File: src/rtl/tm_pkg.sv
// rtl/tm_pkg.sv - shared types and constants for the Tsetlin PE column scheduler
package tm_pkg;

  localparam int N_CLAUSE_SLOT = 2;
  localparam int DESC_AW       = 10;

  typedef enum logic [1:0] {
    IDLE  = 2'd0,
    RUN   = 2'd1,
    DRAIN = 2'd2,
    DONE  = 2'd3
  } pe_sched_state_e;

  typedef struct packed {
    logic [DESC_AW-1:0] lit_addr;
    logic               inv;
    logic               last;
    logic [1:0]         stage;
    logic               slot;
    logic               eof;
  } pe_desc_t;

endpackage

File: src/rtl/pe_col_scheduler_if.sv
// rtl/pe_col_scheduler_if.sv - descriptor stream, literal-read and PE-column control bundle
interface pe_col_scheduler_if #(
  parameter int N_ELEMENT = 4,
  parameter int LIT_AW    = 10
);
  localparam int N_FLAG = N_ELEMENT * tm_pkg::N_CLAUSE_SLOT;

  logic              start;
  logic              desc_valid;
  logic              desc_ready;
  logic [LIT_AW-1:0] desc_lit_addr;
  logic              desc_inv;
  logic              desc_last;
  logic [1:0]        desc_stage;
  logic              desc_slot;
  logic              desc_eof;
  logic              lit_rd_en;
  logic [LIT_AW-1:0] lit_rd_addr;
  logic [1:0]        code_pe_stage;
  logic              pe_ena;
  logic [N_FLAG-1:0] next_clause_flag;
  logic              clause_index;
  logic              inv_en;
  logic              clause_done;
  logic [1:0]        clause_done_stage;
  logic              clause_done_slot;
  logic              busy;
  logic              done;

  modport master (
    output start, desc_valid, desc_lit_addr, desc_inv, desc_last, desc_stage, desc_slot, desc_eof,
    input  desc_ready, lit_rd_en, lit_rd_addr, code_pe_stage, pe_ena, next_clause_flag,
           clause_index, inv_en, clause_done, clause_done_stage, clause_done_slot, busy, done
  );

  modport slave (
    input  start, desc_valid, desc_lit_addr, desc_inv, desc_last, desc_stage, desc_slot, desc_eof,
    output desc_ready, lit_rd_en, lit_rd_addr, code_pe_stage, pe_ena, next_clause_flag,
           clause_index, inv_en, clause_done, clause_done_stage, clause_done_slot, busy, done
  );
endinterface

File: src/rtl/pe_sched_pipe.sv
// rtl/pe_sched_pipe.sv - two-stage shift: T+1 PE controls, T+2 clause_done tag
module pe_sched_pipe #(
  parameter int N_FLAG = 8
) (
  input  logic              clk,
  input  logic              rst_n,
  input  logic              in_valid,
  input  logic [1:0]        in_stage,
  input  logic              in_slot,
  input  logic              in_inv,
  input  logic              in_last,
  input  logic [N_FLAG-1:0] in_flag,
  output logic              pe_ena,
  output logic [1:0]        code_pe_stage,
  output logic              clause_index,
  output logic              inv_en,
  output logic [N_FLAG-1:0] next_clause_flag,
  output logic              clause_done,
  output logic [1:0]        clause_done_stage,
  output logic              clause_done_slot
);

  logic last_q;

  // Fields are zeroed on idle cycles so the column sees clean controls.
  always_ff @(posedge clk or negedge rst_n) begin
    if (!rst_n) begin
      pe_ena            <= 1'b0;
      code_pe_stage     <= 2'b00;
      clause_index      <= 1'b0;
      inv_en            <= 1'b0;
      next_clause_flag  <= '0;
      last_q            <= 1'b0;
      clause_done       <= 1'b0;
      clause_done_stage <= 2'b00;
      clause_done_slot  <= 1'b0;
    end else begin
      pe_ena            <= in_valid;
      code_pe_stage     <= in_valid ? in_stage : 2'b00;
      clause_index      <= in_valid & in_slot;
      inv_en            <= in_valid & in_inv;
      next_clause_flag  <= in_valid ? in_flag : '0;
      last_q            <= in_valid & in_last;
      clause_done       <= last_q;
      clause_done_stage <= last_q ? code_pe_stage : 2'b00;
      clause_done_slot  <= last_q & clause_index;
    end
  end

endmodule

File: src/rtl/pe_col_scheduler.sv
// rtl/pe_col_scheduler.sv - per-column sequencer: frame FSM, fresh-clause tracking, PE pipe
module pe_col_scheduler
  import tm_pkg::*;
#(
  parameter int N_ELEMENT = 4,
  parameter int LIT_AW    = DESC_AW
) (
  input  logic               clk,
  input  logic               rst_n,
  pe_col_scheduler_if.slave  bus
);

  localparam int N_FLAG = N_ELEMENT * N_CLAUSE_SLOT;

  pe_sched_state_e   state, state_nx;
  logic              drain_cnt;
  logic [N_FLAG-1:0] fresh;
  logic [N_FLAG-1:0] flag;
  pe_desc_t          desc;
  logic              hs;
  logic [2:0]        idx;

  assign desc = '{lit_addr: bus.desc_lit_addr, inv: bus.desc_inv, last: bus.desc_last,
                  stage: bus.desc_stage, slot: bus.desc_slot, eof: bus.desc_eof};
  assign hs   = bus.desc_valid & bus.desc_ready;
  assign idx  = {desc.stage, desc.slot};

  always_ff @(posedge clk or negedge rst_n) begin
    if (!rst_n) begin
      state     <= IDLE;
      drain_cnt <= 1'b0;
    end else begin
      state     <= state_nx;
      drain_cnt <= (state == DRAIN) ? ~drain_cnt : 1'b0;
    end
  end

  always_comb begin
    state_nx = state;
    unique case (state)
      IDLE:    if (bus.start) state_nx = RUN;
      RUN:     if (hs && desc.eof) state_nx = DRAIN;
      DRAIN:   if (drain_cnt) state_nx = DONE;
      DONE:    state_nx = IDLE;
      default: state_nx = IDLE;
    endcase
  end

  always_comb begin
    bus.desc_ready = (state == RUN);
    bus.busy       = (state != IDLE);
    bus.done       = (state == DONE);
  end

  // A clause's first descriptor sees fresh=1; a last descriptor re-arms the bit.
  always_ff @(posedge clk or negedge rst_n) begin
    if (!rst_n) begin
      fresh <= '1;
    end else if (state == IDLE && bus.start) begin
      fresh <= '1;
    end else if (hs) begin
      fresh[idx] <= desc.last;
    end
  end

  always_comb begin
    flag      = '0;
    flag[idx] = fresh[idx];
  end

  assign bus.lit_rd_en   = hs;
  assign bus.lit_rd_addr = hs ? desc.lit_addr : '0;

  pe_sched_pipe #(.N_FLAG(N_FLAG)) u_pipe (
    .clk               (clk),
    .rst_n             (rst_n),
    .in_valid          (hs),
    .in_stage          (desc.stage),
    .in_slot           (desc.slot),
    .in_inv            (desc.inv),
    .in_last           (desc.last),
    .in_flag           (flag),
    .pe_ena            (bus.pe_ena),
    .code_pe_stage     (bus.code_pe_stage),
    .clause_index      (bus.clause_index),
    .inv_en            (bus.inv_en),
    .next_clause_flag  (bus.next_clause_flag),
    .clause_done       (bus.clause_done),
    .clause_done_stage (bus.clause_done_stage),
    .clause_done_slot  (bus.clause_done_slot)
  );

endmodule

File: src/flat_wrapper.sv
// flat-port wrapper written by rule: the top's interface ports become plain ports
module pe_col_scheduler_flat import tm_pkg::*;
#(
  parameter int N_ELEMENT = 4,
  parameter int LIT_AW    = DESC_AW
)
  (clk, rst_n, bus_start, bus_desc_valid, bus_desc_lit_addr, bus_desc_inv, bus_desc_last, bus_desc_stage, bus_desc_slot, bus_desc_eof, bus_desc_ready, bus_lit_rd_en, bus_lit_rd_addr, bus_code_pe_stage, bus_pe_ena, bus_next_clause_flag, bus_clause_index, bus_inv_en, bus_clause_done, bus_clause_done_stage, bus_clause_done_slot, bus_busy, bus_done);
  pe_col_scheduler_if #(.N_ELEMENT(N_ELEMENT), .LIT_AW(LIT_AW)) bus_i ();
  input  logic clk;
  input  logic rst_n;
  input wire logic [$bits(bus_i.start)-1:0] bus_start;
  input wire logic [$bits(bus_i.desc_valid)-1:0] bus_desc_valid;
  input wire logic [$bits(bus_i.desc_lit_addr)-1:0] bus_desc_lit_addr;
  input wire logic [$bits(bus_i.desc_inv)-1:0] bus_desc_inv;
  input wire logic [$bits(bus_i.desc_last)-1:0] bus_desc_last;
  input wire logic [$bits(bus_i.desc_stage)-1:0] bus_desc_stage;
  input wire logic [$bits(bus_i.desc_slot)-1:0] bus_desc_slot;
  input wire logic [$bits(bus_i.desc_eof)-1:0] bus_desc_eof;
  output wire logic [$bits(bus_i.desc_ready)-1:0] bus_desc_ready;
  output wire logic [$bits(bus_i.lit_rd_en)-1:0] bus_lit_rd_en;
  output wire logic [$bits(bus_i.lit_rd_addr)-1:0] bus_lit_rd_addr;
  output wire logic [$bits(bus_i.code_pe_stage)-1:0] bus_code_pe_stage;
  output wire logic [$bits(bus_i.pe_ena)-1:0] bus_pe_ena;
  output wire logic [$bits(bus_i.next_clause_flag)-1:0] bus_next_clause_flag;
  output wire logic [$bits(bus_i.clause_index)-1:0] bus_clause_index;
  output wire logic [$bits(bus_i.inv_en)-1:0] bus_inv_en;
  output wire logic [$bits(bus_i.clause_done)-1:0] bus_clause_done;
  output wire logic [$bits(bus_i.clause_done_stage)-1:0] bus_clause_done_stage;
  output wire logic [$bits(bus_i.clause_done_slot)-1:0] bus_clause_done_slot;
  output wire logic [$bits(bus_i.busy)-1:0] bus_busy;
  output wire logic [$bits(bus_i.done)-1:0] bus_done;
  assign bus_i.start = bus_start;
  assign bus_i.desc_valid = bus_desc_valid;
  assign bus_i.desc_lit_addr = bus_desc_lit_addr;
  assign bus_i.desc_inv = bus_desc_inv;
  assign bus_i.desc_last = bus_desc_last;
  assign bus_i.desc_stage = bus_desc_stage;
  assign bus_i.desc_slot = bus_desc_slot;
  assign bus_i.desc_eof = bus_desc_eof;
  assign bus_desc_ready = bus_i.desc_ready;
  assign bus_lit_rd_en = bus_i.lit_rd_en;
  assign bus_lit_rd_addr = bus_i.lit_rd_addr;
  assign bus_code_pe_stage = bus_i.code_pe_stage;
  assign bus_pe_ena = bus_i.pe_ena;
  assign bus_next_clause_flag = bus_i.next_clause_flag;
  assign bus_clause_index = bus_i.clause_index;
  assign bus_inv_en = bus_i.inv_en;
  assign bus_clause_done = bus_i.clause_done;
  assign bus_clause_done_stage = bus_i.clause_done_stage;
  assign bus_clause_done_slot = bus_i.clause_done_slot;
  assign bus_busy = bus_i.busy;
  assign bus_done = bus_i.done;
  pe_col_scheduler #(.N_ELEMENT(N_ELEMENT), .LIT_AW(LIT_AW)) u_core (.clk(clk), .rst_n(rst_n), .bus(bus_i));
endmodule
File: config.mk
export PLATFORM = sky130hd
export DESIGN_NAME = pe_col_scheduler_flat
export DESIGN_NICKNAME = d
export VERILOG_FILES = /design/src/rtl/tm_pkg.sv /design/src/rtl/pe_col_scheduler_if.sv /design/src/rtl/pe_sched_pipe.sv /design/src/rtl/pe_col_scheduler.sv /design/src/flat_wrapper.sv
export SDC_FILE = /design/constraint.sdc
export NUM_CORES = 1
export LEC_CHECK = 0
export ABC_AREA = 1
export CAP_MARGIN = 10
export CORE_AREA = 2 2 61 63
export DETAILED_ROUTE_END_ITERATION = 8
export DIE_AREA = 0 0 63 65
export GPL_TIMING_DRIVEN = 0
export PLACE_DENSITY = 0.8
export RECOVER_POWER = 100
export SLEW_MARGIN = 30
export SYNTH_ARGS = -nofsm -noshare
export SYNTH_HDL_FRONTEND = slang
export SYNTH_SLANG_ARGS = --single-unit
export TNS_END_PERCENT = 50
File: constraint.sdc
create_clock -name clk -period 1.63 [get_ports clk]
set_input_delay 0.326 -clock clk [delete_from_list [all_inputs] [get_ports clk]]
set_output_delay 0.326 -clock clk [all_outputs]
set_load 0.01 [all_outputs]
==> results by stage, run 1 <==
Clock network:
- The CTS buffer count is 5.
- The clock passes through at most 2 buffers.
- The clock latency on the worst-skew pair is 320 ps.
- TritonCTS built the clock tree.
- Clock-pin slew was measured on the worst setup and hold paths at 80 ps.
- The root buffer cell chosen for the clock tree is clkbuf_4.
- Clock tree synthesis found a total of 29 sinks.
- The cts-stage hold buffer count is 0.
- In this run the number of H-tree levels came out at 2.

Detailed routing:
- The average wire length per cell after detail routing is 11.3 µm.
- For this run, the detailed router's first-pass iteration total came to 6.
- For this run, design rule violations remaining after detail routing come to 0.
- The count of nets left with antenna violations once routing finished came out at 0.
- The total detailed-routing wirelength is 2.95 mm.
- The via total after detailed routing is 1157.
- The detailed router finished its first iteration with 58 violations.
- After detailed routing, the number of vias per cell comes to 4.45.

Placed design:
- During placement, the flow inserted port buffers numbering 48.
- The half-perimeter wire length after placement is 2.02 mm.
- The placed instances occupy a cell area of 1880 µm².
- Routability-driven placement finished with a final weighted congestion of 0.789.
- The setup slack after placement is -612 ps.

Setup path:
- STA classifies the critical path endpoint as a primary output.
- The maximum fanout along the worst path is 5.
- The nature of the critical path startpoint is a register.
- The setup path with the least slack is of type register to primary output.
- The slack of the worst reg-to-reg path is 210 ps.
- Data on the critical path is required at its endpoint by 1300 ps.
- Data on the critical path arrives at its endpoint at 1430 ps.

Floorplan:
- The initialized floorplan defines 22 standard-cell rows.
- In this run the count of I/O pins placed on the die edge is 51.
- The floorplan step defined a die boundary enclosing 4100 µm².
- Measured along the x axis, the die boundary spans 63 µm.
- The initial core utilization is 38.4%.
- The area of the placeable core is 3500 µm².
- From bottom edge to top edge, the die measures 65 µm.

Synth:
- After technology mapping, the gate count stands at 148.
- The main combinational cell family by area after synthesis is simple AND/OR/NAND/NOR gates.
- The synthesized netlist devotes 22.4% of its cell area to simple gates.
- The synthesized netlist contains 25 unique library cells.
- The total standard cell area after synthesis is 1340 µm².
- Sequential elements use 54.9% of the synthesized area.
- The average cell area after synthesis is 9.06 µm².
- The share of the synthesized area in compound gates (AO/OA/AOI/OAI) is 8.21%.
- Synthesis inferred 29 register bits.
- Of the total synthesized cell area, the portion taken by XOR and XNOR cells is 0%.
- The count of yosys warnings during synthesis is 0.
- The number of nets handed over by synthesis was 172.
- The arithmetic-cell share of the synthesized area counting full adders, half adders and majority gates is 3.73%.
- The portion of synthesized area spent on multiplexers is 0%.

Timing:
- The number of hold violations in the final report is 0.
- Hold is met by 250 ps.
- The number of pins with negative max-slew slack in the final report is 0.
- The total setup violations reported at the end of the flow is 11.
- Once routing completed, OpenROAD measured the worst setup slack at -126 ps.
- The worst slew margin relative to its limit is 4.50%.
- After layout, the minimum clock period comes to 1760 ps.
- Setup repair after global routing could not meet its margin everywhere.
- Of the available clock period, the critical path in the final layout requires 108%.
- The upper clock frequency limit is 570 MHz.
- The slew of the pin with the lowest slew margin is 1430 ps.
- The setup clock skew after layout is 10.6 ps.

Power and ir drop:
- In this run the static leakage power is 1.03 nW.
- The post-layout total power is 2.47 mW.
- The worst-case IR drop observed on VDD is 0.845 mV.
- Power spread over the standard cell area amounts to 1180 nW/µm².

Finish:
- The top cell types in the final layout, fill and taps aside, are clkdlybuf4s50_1, inv_1, nand2_1.
- Cells fill 59.9% of the core in the end.
- The post-route netlist has 32.1% of its cells at a drive strength greater than 1.
- The layout-stage area growth over the synthesis result is 56.2%.
- The finished cells cover 2090 µm².
- For this run, the post-layout net count is 235.
- Leaving out fill and tap cells, the most frequent cell in the layout is clkdlybuf4s50_1.
- The total area of multi-input combinational cells is 566 µm².
- The register cell area after layout is 737 µm².
- The number of fill cells in the layout is 313.
- 0 antenna diodes ended up in the layout.

Global route:
- The via count of the first global-routing pass is 1124.
- The largest net degree at the start of global routing is 30.
- The overall fraction of global-route tracks in use is 15.4%.
- The number of antenna violations at the first check in global routing is 0.
- The global-route wire length before repair is 4.73 mm.
- After global routing the overflow that remains totals 0.

Min path:
- The path class of the lowest-slack min-delay path is input pin to register.

Status:
- The final reports fail on negative setup slack.
- The run finished, with violations left.

Run:
- The max-capacitance violation count is 0.
## through the flow
stage | TNS (ps) | std cells
after floorplan | 0 | 148
after global placement | -8980 | 244
after detailed placement | -6150 | 244
after CTS | -1130 | 255
after global routing | -2000 | 260
final | -1070 | 260
## flip-flops by register name (all words and copies together), names as in the netlist
signal	count
u_core.u_pipe.clause_done_stage	2
u_core.u_pipe.next_clause_flag	8
u_core.u_pipe.clause_done_slot	1
u_core.u_pipe.clause_done	1
u_core.u_pipe.last_q	1
u_core.drain_cnt	1
u_core.u_pipe.code_pe_stage	2
u_core.fresh	8
u_core.u_pipe.pe_ena	1
u_core.u_pipe.inv_en	1
u_core.u_pipe.clause_index	1
u_core.state	2
## cell families after synthesis
logic type	after synthesis
compound gates	18
flops	29
simple gates	63
buf+inv	34
fa+ha+maj	4
## cell type report
cell class	count	area share, %
sequential	29	35.2
inverter	30	5.62
multi-input combinational	86	27.0
clock buffer	8	2.33
timing repair buffer	55	24.9
buffer	4	2.15
tap	48	2.87
## worst max-delay path, cell delays in order, from the launching register on
cell and delay (ps):
dfrtp_1 410, inv_2 80, ha_4 170, nand2_8 80
buf_8 160, nor2_2 80, buf_2 140
## worst paths after layout
| path | cells past startpoint | startpoint | endpoint |
|---|---|---|---|
| worst max-delay path | 6 | u_core.state[1] | bus_lit_rd_addr[4] |
| worst min-delay path | 3 | bus_desc_stage[0] | u_core.u_pipe.code_pe_stage[0] |
| worst max register to register | 6 | u_core.state[0] | u_core.state[1] |
| worst min register to register | 2 | u_core.u_pipe.code_pe_stage[1] | u_core.u_pipe.clause_done_stage[1] |
| max in group asynchronous | 1 | rst_n | u_core.state[0] |
| min in group asynchronous | 1 | rst_n | u_core.u_pipe.next_clause_flag[5] |
## power breakdown
group / leakage [nW] / switching [mW] / internal, mW
logic: 0.633 / 0.558 / 0.527
clock network: 0.0265 / 0.217 / 0.171
registers: 0.370 / 0.0843 / 0.912
total: 1.03 / 0.859 / 1.61
## cells in the mapped netlist, drive strengths merged
| library cell | count | area share [%] |
|---|---|---|
| inv | 27 | 7.6 |
| nand2 | 25 | 7.7 |
| nor2 | 25 | 7.9 |
| dfrtp | 21 | 39 |
| dfstp | 8 | 16 |
| nand3 | 8 | 4.5 |
| o211ai | 8 | 4.5 |
| o21ai | 7 | 2.6 |
| buf | 4 | 2.1 |
| ha | 4 | 3.7 |
| a21oi | 3 | 1.1 |
| clkinv | 3 | 1.2 |
| nand4 | 3 | 1.4 |
| nor3 | 1 | 0.37 |
| or2 | 1 | 0.47 |
## metal layers
layer	global-route usage [%]	wire length, µm
met3	5.21	170
met4	8.61	30
met5	0	0
met2	26.5	1530
met1	16.7	1220
## repair_timing
action	in CTS	in global routing
endpoints found under the hold margin	0	0
gates resized for setup	66	26
endpoints found under the setup margin	14	13
cloned	0	2
setup buffers	3	3
(Power assumes the default switching activity.)
==> run 2, diff against run 1 <==
REMOVE_ABC_BUFFERS = 1   (was default)
==> results by stage, run 2 (synthesized netlist as in run 1, its figures left out) <==
Global route:
- The via count of the first global-routing pass came to 1159 (was 1124).
- The final global-route overflow total is 0 (unchanged).
- The met3 usage was 4.86% (was 5.21%).
- The overall fraction of global-route tracks in use is 17.2% (was 15.4%).
- The highest-utilization routing layer at the global route stage is met2 (unchanged).
- The number of antenna violations at the first check in global routing is 0 (unchanged).
- The global-route wire length before repair is 5.26 mm (was 4.73 mm).
- The largest net degree at the start of global routing is 30 (unchanged).
- The global routing usage on met1 is 18.4% (was 16.7%).
- The global-route met2 utilization is 31.4% (was 26.5%).

Status:
- Failing checks: negative setup slack (unchanged).
- Outcome: finished with violations (unchanged).

Clock network:
- The number of sinks handled by clock tree synthesis is 29 (unchanged).
- The clock latency on the worst-skew pair came to 320 ps (about the same).
- The TritonCTS clock tree was built (unchanged).
- The CTS buffer count is 5 (unchanged).
- The root buffer selected by CTS is clkbuf_4 (unchanged).
- The number of H-tree levels was 2 (unchanged).
- The clock slew seen by the registers of the worst setup and hold paths came to 90 ps (was 80 ps).
- The maximum count of clock buffers along a single path was 2 (unchanged).

Finish:
- The most common cell after layout, fill and taps aside is clkdlybuf4s50_1 (unchanged).
- The post-layout net count is 236 (was 235).
- Registers with the highest flip-flop counts: u_core.fresh x8, u_core.u_pipe.next_clause_flag x8 (unchanged).
- The final instance area is 2030 µm² (was 2090 µm²).
- The count of antenna diodes in the layout was 0 (unchanged).
- The number of fill cells in the layout is 342 (was 313).
- The layout-stage area growth over the synthesis result is 51.6% (was 56.2%).
- The ratio of cells with drive above 1 in the final layout is 30.0% (was 32.1%).
- Most frequent cells in the layout: clkdlybuf4s50_1, inv_1, nand2_1 (unchanged).

Setup path:
- The first element of the critical path is u_core.state[0] (was u_core.state[1]).
- The endpoint of the worst register-to-register path is u_core.fresh[4] (was u_core.state[1]).
- The critical path class is register to primary output (unchanged).
- Cells traversed along the worst timing path: buf_6, ha_4, nand2_8, nor2_1, buf_2 (was inv_2, ha_4, nand2_8, buf_8, nor2_2, buf_2).
- The critical path capture point type is a primary output (unchanged).
- The destination of the critical timing path was bus_lit_rd_addr[4] (unchanged).
- The launching point of the worst reg2reg path is u_core.state[0] (unchanged).
- The slowest library cell on the worst path is dfrtp_2 (was dfrtp_1).
- The data required time of the worst path was 1300 ps (about the same).
- The slack of the worst reg-to-reg path is 50 ps (was 210 ps).
- The nature of the critical path startpoint was a register (unchanged).
- The highest cell delay on the worst timing path was 420 ps (was 410 ps).
- The logic depth of the worst register-to-register path came to 8 (was 6).
- The arrival time reported for the critical path endpoint is 1380 ps (was 1430 ps).
- The maximum fanout along the worst path is 7 (was 5).

Timing:
- RSZ-0062 raised after global routing: yes (unchanged).
- The number of hold violations in the final report is 0 (unchanged).
- The portion of the clock cycle consumed by the worst path in the final layout is 105% (was 108%).
- The worst slew margin relative to its limit came to 2.31% (was 4.50%).
- The number of pins with negative max-slew slack in the final report is 0 (unchanged).
- The total setup violations reported at the end of the flow was 12 (was 11).
- The slack of the critical path is -78.5 ps (was -126 ps).
- The final critical path time including I/O delays and setup is 1710 ps (was 1760 ps).
- The setup clock skew after layout is 4.86 ps (was 10.6 ps).
- The upper clock frequency limit is 585 MHz (was 570 MHz).
- The final sum of negative setup slack was -603 ps (was -1070 ps).
- The slew of the pin with the lowest slew margin is 1470 ps (was 1430 ps).

Detailed routing:
- The via total after detailed routing is 1187 (was 1157).
- The per-cell via count in the routed design is 4.55 (was 4.45).
- The residual DRC count is 0 (unchanged).
- The count of nets left with antenna violations after detail routing was 0 (unchanged).
- The average wire length per cell after detail routing was 11.5 µm (was 11.3 µm).
- The violation count after the first detailed-route iteration is 50 (was 58).
- The number of iterations in the first detailed-routing pass is 4 (was 6).
- The total detailed-routing wirelength is 3.00 mm (was 2.95 mm).

Power and ir drop:
- The leakage power summed over all cells is 1.02 nW (was 1.03 nW).
- The post-layout total power is 2.53 mW (was 2.47 mW).
- The power density relative to cell area is 1240 nW/µm² (was 1180 nW/µm²).
- The largest voltage drop on the vdd net is 0.571 mV (was 0.845 mV).

Placed design:
- The cell area reported after detailed placement is 1870 µm² (was 1880 µm²).
- The setup slack after placement came to -560 ps (was -612 ps).
- The final weighted congestion of routability-driven global placement came to 0.746 (was 0.789).
- The half-perimeter wire length after placement was 1.98 mm (was 2.02 mm).
- The number of buffers inserted by port buffering is 50 (was 48).

Min path:
- The path class of the lowest-slack min-delay path is input pin to async pin (was input pin to register).

Floorplan:
- The area of the placeable core is 3500 µm² (unchanged).
- The initial core utilization was 38.4% (unchanged).
- The count of pins on the block boundary is 51 (unchanged).
- The die outline height is 65 µm (unchanged).
- The number of rows in the core area is 22 (unchanged).
- The floorplan die area is 4100 µm² (unchanged).
- The horizontal die dimension was 63 µm (unchanged).

Run:
- The max-capacitance violation count is 0 (unchanged).
[run 2: power by group]
| part | internal [mW] | switching, mW |
|---|---|---|
| Combinational | 0.502 | 0.559 |
| Sequential | 0.912 | 0.0721 |
| Clock | 0.249 | 0.237 |
| Total | 1.66 | 0.868 |
[run 2: worst min-delay path by stage]
stage	to	slack [ps]	depth (start not counted)
after global routing	u_core.u_pipe.clause_done	460	0
final	u_core.u_pipe.next_clause_flag[7]	330	1
after CTS	u_core.u_pipe.next_clause_flag[5]	20	1
after floorplan	u_core.drain_cnt	30	0
after detailed placement	u_core.u_pipe.code_pe_stage[1]	380	1
after global placement	u_core.u_pipe.clause_done	420	0
[run 2: repair_timing]
item	4_1_cts	5_1_grt
pin swaps	6	4
hold endpoints to repair	0	0
hold buffers	0	0
setup endpoints to repair	23	14
gates cloned	2	0
resized for setup	72	6
setup buffers	8	1
[run 2: critical path: cells and delay by family, from the launching register on]
kind	cells	cell delay, ps
buffers and inverters	2	260
adder cells (fa/ha/maj)	1	190
flip-flops	1	420
AND/OR/NAND/NOR	2	180
[run 2: cell type report]
cell class | count | area [µm²] | share of cell area (%)
clock buffer | 7 | 65.1 | 3.20
clock inverter | 1 | 5.00 | 0.246
inverter | 30 | 116 | 5.72
multi-input combinational | 87 | 532 | 26.2
sequential | 29 | 737 | 36.2
tap | 48 | 60.1 | 2.95
timing repair buffer | 59 | 518 | 25.5
[run 2: per-stage QoR]
stage          hold slack (ps)  utilization [%]  instances
4_1_cts                   20.8             57.7        260
5_1_grt                    457             58.2        261
3_3_place_gp               422             53.6        242
3_5_place_dp               381             53.5        242
6_report                   332             58.2        261
2_1_floorplan             30.4                -        144
[run 2: routing by layer]
layer,part of all wire (%),vias up,wire (µm)
met4,1.8,0,53
met2,53,42,1590
met1,39,547,1170
li1,-,591,-
met3,6.1,7,182
met5,0,-,0
